File: config.mk
export PLATFORM = sky130hd
export DESIGN_NAME = control_sequencer
export DESIGN_NICKNAME = d
export VERILOG_FILES = /design/src/rtl/control_sequencer.sv
export SDC_FILE = /design/constraint.sdc
export NUM_CORES = 1
export LEC_CHECK = 0
export ABC_AREA = 1
export BUFFER_PORTS_ARGS = -buffer_cell sky130_fd_sc_hd__buf_2
export CAP_MARGIN = 15
export CORE_UTILIZATION = 34
export CTS_CLUSTER_DIAMETER = 200
export DETAILED_ROUTE_END_ITERATION = 8
export PLACE_DENSITY = 0.74
export RECOVER_POWER = 50
export SETUP_SLACK_MARGIN = 0.4
export SYNTH_ARGS = -nofsm -noshare
export SYNTH_HDL_FRONTEND = slang
export SYNTH_SLANG_ARGS = --single-unit
File: constraint.sdc
create_clock -name clock -period 1.3 [get_ports clock]
set_input_delay 0.065 -clock clock [delete_from_list [all_inputs] [get_ports clock]]
set_output_delay 0.065 -clock clock [all_outputs]
set_load 0.02 [all_outputs]
File: src/rtl/control_sequencer.sv
// control_sequencer: hardwired fetch/decode/execute sequencer driving every DataPath strobe.
// Define INSTR_COUNT_EN to add the instr_count retired-instruction counter output.
module control_sequencer #(
  parameter logic [4:0] ALU_ADD_OP   = 5'b00011,
  parameter int         MEM_WAIT_MAX = 16
) (
  input  logic        clock,
  input  logic        clear,
  input  logic [4:0]  ir_opcode,
  input  logic        mem_ready,
  output logic        PCout,
  output logic        PCin,
  output logic        IncPC,
  output logic        MARin,
  output logic        MDRin,
  output logic        MDRout,
  output logic        IRin,
  output logic        Read,
  output logic        Write,
  output logic        Gra,
  output logic        Grb,
  output logic        Grc,
  output logic        Rin,
  output logic        Rout,
  output logic        BAout,
  output logic        Yin,
  output logic        ZLowIn,
  output logic        ZHighIn,
  output logic        Zlowout,
  output logic        Zhighout,
  output logic        Cout,
  output logic        HIin,
  output logic        LOin,
  output logic [4:0]  alu_op,
  output logic        halted,
  output logic        illegal_op,
`ifdef INSTR_COUNT_EN
  output logic [31:0] instr_count,
`endif
  output logic        mem_fault
);

  // state | meaning
  // RST   | held in reset; leaves on the first edge with clear high
  // T0-T2 | fetch: MAR<=PC, PC++, memory read, IR<=MDR
  // T3-T7 | execute steps of the decoded opcode
  // HALT  | absorbing stop after halt or a memory-wait timeout
  typedef enum logic [3:0] {RST, T0, T1, T2, T3, T4, T5, T6, T7, HALT} state_t;

  localparam logic [4:0] OP_LD   = 5'b00000;
  localparam logic [4:0] OP_LDI  = 5'b00001;
  localparam logic [4:0] OP_ST   = 5'b00010;
  localparam logic [4:0] OP_ADD  = 5'b00011;
  localparam logic [4:0] OP_SUB  = 5'b00100;
  localparam logic [4:0] OP_AND  = 5'b00101;
  localparam logic [4:0] OP_OR   = 5'b00110;
  localparam logic [4:0] OP_ADDI = 5'b01100;
  localparam logic [4:0] OP_NOP  = 5'b11010;
  localparam logic [4:0] OP_HALT = 5'b11011;

  localparam int CW = (MEM_WAIT_MAX > 1) ? $clog2(MEM_WAIT_MAX) : 1;
  localparam logic [CW-1:0] WAIT_LIMIT = CW'(MEM_WAIT_MAX - 1);

  state_t         state;
  logic [CW-1:0]  wait_count;
  logic           is_ld, is_ldi, is_st, is_alu, is_addi, is_nop, is_halt;
  logic           is_mem, has_exec, in_wait, stall;

  assign is_ld    = (ir_opcode == OP_LD);
  assign is_ldi   = (ir_opcode == OP_LDI);
  assign is_st    = (ir_opcode == OP_ST);
  assign is_alu   = (ir_opcode == OP_ADD) || (ir_opcode == OP_SUB) ||
                    (ir_opcode == OP_AND) || (ir_opcode == OP_OR);
  assign is_addi  = (ir_opcode == OP_ADDI);
  assign is_nop   = (ir_opcode == OP_NOP);
  assign is_halt  = (ir_opcode == OP_HALT);
  assign is_mem   = is_ld || is_st;
  assign has_exec = is_mem || is_ldi || is_alu || is_addi;

  // Only these three states wait on mem_ready; elsewhere it is ignored.
  assign in_wait = (state == T1) || ((state == T6) && is_ld) || ((state == T7) && is_st);
  assign stall   = in_wait && !mem_ready;

  always_ff @(posedge clock or negedge clear) begin
    if (!clear) begin
      state      <= RST;
      wait_count <= '0;
      mem_fault  <= 1'b0;
    end else if (stall) begin
      if (wait_count == WAIT_LIMIT) begin
        state      <= HALT;
        mem_fault  <= 1'b1;
        wait_count <= '0;
      end else begin
        wait_count <= wait_count + 1'b1;
      end
    end else begin
      wait_count <= '0;
      unique case (state)
        RST:  state <= T0;
        T0:   state <= T1;
        T1:   state <= T2;
        T2:   state <= T3;
        T3: begin
          if (is_halt)       state <= HALT;
          else if (has_exec) state <= T4;
          else               state <= T0;
        end
        T4:   state <= T5;
        T5:   state <= is_mem ? T6 : T0;
        T6:   state <= T7;
        T7:   state <= T0;
        HALT: state <= HALT;
        default: state <= RST;
      endcase
    end
  end

  always_comb begin
    PCout = 1'b0; PCin = 1'b0; IncPC = 1'b0; MARin = 1'b0;
    MDRin = 1'b0; MDRout = 1'b0; IRin = 1'b0; Read = 1'b0; Write = 1'b0;
    Gra = 1'b0; Grb = 1'b0; Grc = 1'b0; Rin = 1'b0; Rout = 1'b0; BAout = 1'b0;
    Yin = 1'b0; ZLowIn = 1'b0; ZHighIn = 1'b0; Zlowout = 1'b0; Zhighout = 1'b0;
    Cout = 1'b0; HIin = 1'b0; LOin = 1'b0;
    alu_op = '0; halted = 1'b0; illegal_op = 1'b0;
    unique case (state)
      T0: begin PCout = 1'b1; MARin = 1'b1; IncPC = 1'b1; ZLowIn = 1'b1; end
      T1: begin Zlowout = 1'b1; PCin = 1'b1; Read = 1'b1; MDRin = 1'b1; end
      T2: begin MDRout = 1'b1; IRin = 1'b1; end
      T3: begin
        if (is_mem || is_ldi) begin
          Grb = 1'b1; BAout = 1'b1; Yin = 1'b1;
        end else if (is_alu || is_addi) begin
          Grb = 1'b1; Rout = 1'b1; Yin = 1'b1;
        end else if (!is_nop && !is_halt) begin
          illegal_op = 1'b1;
        end
      end
      T4: begin
        ZLowIn = 1'b1;
        if (is_alu) begin
          Grc = 1'b1; Rout = 1'b1; alu_op = ir_opcode;
        end else begin
          Cout = 1'b1; alu_op = ALU_ADD_OP;
        end
      end
      T5: begin
        Zlowout = 1'b1;
        if (is_mem) MARin = 1'b1;
        else begin Gra = 1'b1; Rin = 1'b1; end
      end
      T6: begin
        MDRin = 1'b1;
        if (is_st) begin Gra = 1'b1; Rout = 1'b1; end
        else Read = 1'b1;
      end
      T7: begin
        if (is_st) Write = 1'b1;
        else begin MDRout = 1'b1; Gra = 1'b1; Rin = 1'b1; end
      end
      HALT: halted = 1'b1;
      default: ;
    endcase
  end

`ifdef INSTR_COUNT_EN
  logic retire;

  // An instruction retires on its final step back into T0; halt and timeouts never retire.
  assign retire = ((state == T3) && !is_halt && !has_exec) ||
                  ((state == T5) && !is_mem) ||
                  ((state == T7) && !stall);

  always_ff @(posedge clock or negedge clear) begin
    if (!clear)      instr_count <= '0;
    else if (retire) instr_count <= instr_count + 32'd1;
  end
`endif

endmodule

==> impl_metrics.json <==
{
  "status": "complete, but fails checks",
  "violations": "setup timing",
  "r2r_end": "state[2]",
  "report.final.slew_viol_count": 0,
  "antenna_found_initial": 0,
  "grt_pass1_vias": 974,
  "area_growth_pct": 74.3,
  "grt_max_degree": 10,
  "fmax_mhz": 645,
  "cts_max_level": 1,
  "cpPeakStageDelay_ns": 0.43,
  "via_count": 1021,
  "die_x_um": 51.9,
  "clock-sinks": 9,
  "hold_viol_final": 0,
  "finClkSkew_ns": 0.00416,
  "p_per_area_mw_per_mm2": 1810,
  "drc": 0,
  "firstDrtPassIters": 6,
  "core_area_mm2": 0.00228,
  "hold_slack_ns": 0.163,
  "period_needed_ns": 1.55,
  "ios": 39,
  "grt_pass1_wl_um": 3890,
  "yosys_warnings": 0,
  "cts_tree": "built",
  "synthCells": 128,
  "crit_required_ns": 1.24,
  "hp-start": "mem_ready",
  "ys_types": 25,
  "path_max_fanout": 5,
  "grt_overflow": 0,
  "start_kind": "flop",
  "clkTransAtPathRegs_ns": 0.06,
  "dp_cells": 200,
  "reg2reg_depth": 7,
  "vdd_drop_max_uv": 997,
  "path_cells": "or2_4 > nor2_4 > inv_2 > a21oi_4 > buf_6",
  "multi_input_area_um2": 634,
  "dieHeight_um": 51.9,
  "synth-seq-cells": 9,
  "crit_start": "state[0]",
  "place_congestion": 0.857,
  "final_common_cell": "buf_4",
  "wl_per_cell_um": 12.1,
  "drt_iter0_drc": 13,
  "netlist_area_um2": 847,
  "initial_utilization_pct": 37.2,
  "whs_endpoint": "state[1]",
  "dp_hpwl_um": 1860,
  "drive_above_1_share_pct": 58.8,
  "crit_slowest_cell": "dfrtp_2",
  "die_area_mm2": 0.00270,
  "diodes": 0,
  "leakage_nw": 0.823,
  "final_cell_count_no_fill": 215,
  "io_buffers": 32,
  "insertion_delay_ns": 0.26,
  "ys_seq_area_share_pct": 26.6,
  "numCtsBuffers": 3,
  "cts_root_buffer": "clkbuf_4",
  "wl_um": 2600,
  "endpoint_kind": "output pin",
  "whs_path_depth": 4,
  "arrival_ns": 1.49,
  "cts_buffer_depth": 2,
  "min_path_type": "input port to flop",
  "via_per_inst": 4.75,
  "register_area_um2": 229,
  "setup_viol": 27,
  "final_cell_mix": "30 x buf_4, 23 x nand2_1, 14 x buf_6",
  "reg2reg_from": "state[0]",
  "fin_area_mm2": 0.00148,
  "timing.final.crit_share_pct": 119,
  "num-fill-cells": 176,
  "layout_setup_ws_ns": -0.251,
  "dp_slack_ns": -0.0535,
  "crit_type": "flop to output pin",
  "postPlaceCellArea_mm2": 0.00122,
  "rows": 17,
  "antenna_left": 0,
  "track_usage_pct": 19.7,
  "max-cap-violations": 0,
  "utilization_pct": 64.9,
  "regToRegSetupSlack_ns": -0.06,
  "synth_area_per_cell_um2": 6.62,
  "grt_setup_unrepaired": "yes",
  "final_nets": 197
}
==> sequential cells by signal, indices dropped and copies added, names as in the netlist <==
name / cells
mem_fault: 1
state: 4
wait_count: 4
==> through the flow <==
step,power (W),TNS (ns)
2_1_floorplan,0.00149,-0.0117
3_3_place_gp,0.00195,-0.0180
3_5_place_dp,0.00198,-0.232
4_1_cts,0.00259,-3.15
5_1_grt,0.00285,-5.66
6_report,0.00267,-3.39
==> power breakdown <==
part	internal (W)	switching, W	leakage, nW
registers	0.000353	0.0000842	0.114
logic	0.000898	0.00112	0.694
clock network	0.000118	0.0000952	0.0150
total	0.00137	0.00130	0.823
==> per-layer routing <==
metal	vias up	share of wire (%)	GRT usage (%)
li1	507	-	-
met1	460	39	21.4
met2	41	52	35.5
met3	13	5.0	1.46
met4	0	4.4	14.0
met5	-	0	0
==> worst max-delay path by stage <==
| stage | to | slack, ns | depth (start not counted) |
|---|---|---|---|
| after CTS | Grb | -0.22 | 5 |
| after floorplan | Yin | -0.007 | 5 |
| after global routing | Yin | -0.31 | 5 |
| after detailed placement | illegal_op | -0.05 | 5 |
| after global placement | illegal_op | -0.02 | 5 |
| final | Yin | -0.25 | 5 |
==> worst max-delay path: cells and delay by family (launching register included) <==
family	cells	cell delay [ns]
DFF	1	0.43
buffers and inverters	2	0.22
and+or+nand+nor	2	0.41
AOI/OAI and AO/OA	1	0.16
==> layout make-up <==
class	count	area share [%]
Timing Repair Buffer	58	30.9
Clock buffer	4	1.78
Tap cell	28	2.37
Multi-Input combinational cell	92	43.0
Sequential cell	9	15.5
Inverter	24	6.44
==> cell usage after synthesis <==
cell | count | area [µm²]
o21bai_2 | 1 | 11.3
nand2_4 | 1 | 11.3
o21ai_1 | 1 | 5.00
nand3_1 | 10 | 50.1
nor3_2 | 4 | 40.0
o21ai_0 | 4 | 20.0
conb_1 | 1 | 3.75
inv_2 | 4 | 15.0
a21oi_2 | 2 | 17.5
nand2_2 | 2 | 12.5
a21oi_1 | 2 | 10.0
buf_4 | 8 | 60.1
nand3_2 | 1 | 10.0
nor3_1 | 2 | 10.0
xor2_1 | 1 | 8.76
nand3_4 | 1 | 17.5
nor2_2 | 6 | 37.5
o211ai_1 | 2 | 15.0
inv_1 | 20 | 75.1
ha_1 | 1 | 12.5
nand2_1 | 30 | 113
dfrtp_1 | 9 | 225
nor2_1 | 11 | 41.3
nand4_1 | 3 | 18.8
or2_0 | 1 | 6.26
==> what timing repair did <==
item | in CTS | in global routing
hold buffers | 1 | 0
pin swaps | 8 | 2
gates resized for setup | 45 | 4
endpoints found under the setup margin | 33 | 33
setup buffers | 7 | 3
hold endpoints to repair | 9 | 0
==> cells by family (layout without fill, tap and decap cells) <==
kind of cell               Yosys count  after routing  synth area share, %
AOI/OAI and AO/OA                   12             12                 9.31
and+or+nand+nor                     72             72                 43.4
DFF                                  9              9                 26.6
buffers and inverters               32             86                 17.7
other                                1              6                0.443
adders and majority gates            1              1                 1.48
xor gates and xnor gates             1              1                 1.03
No activity file was read; power rests on OpenSTA's default activity.
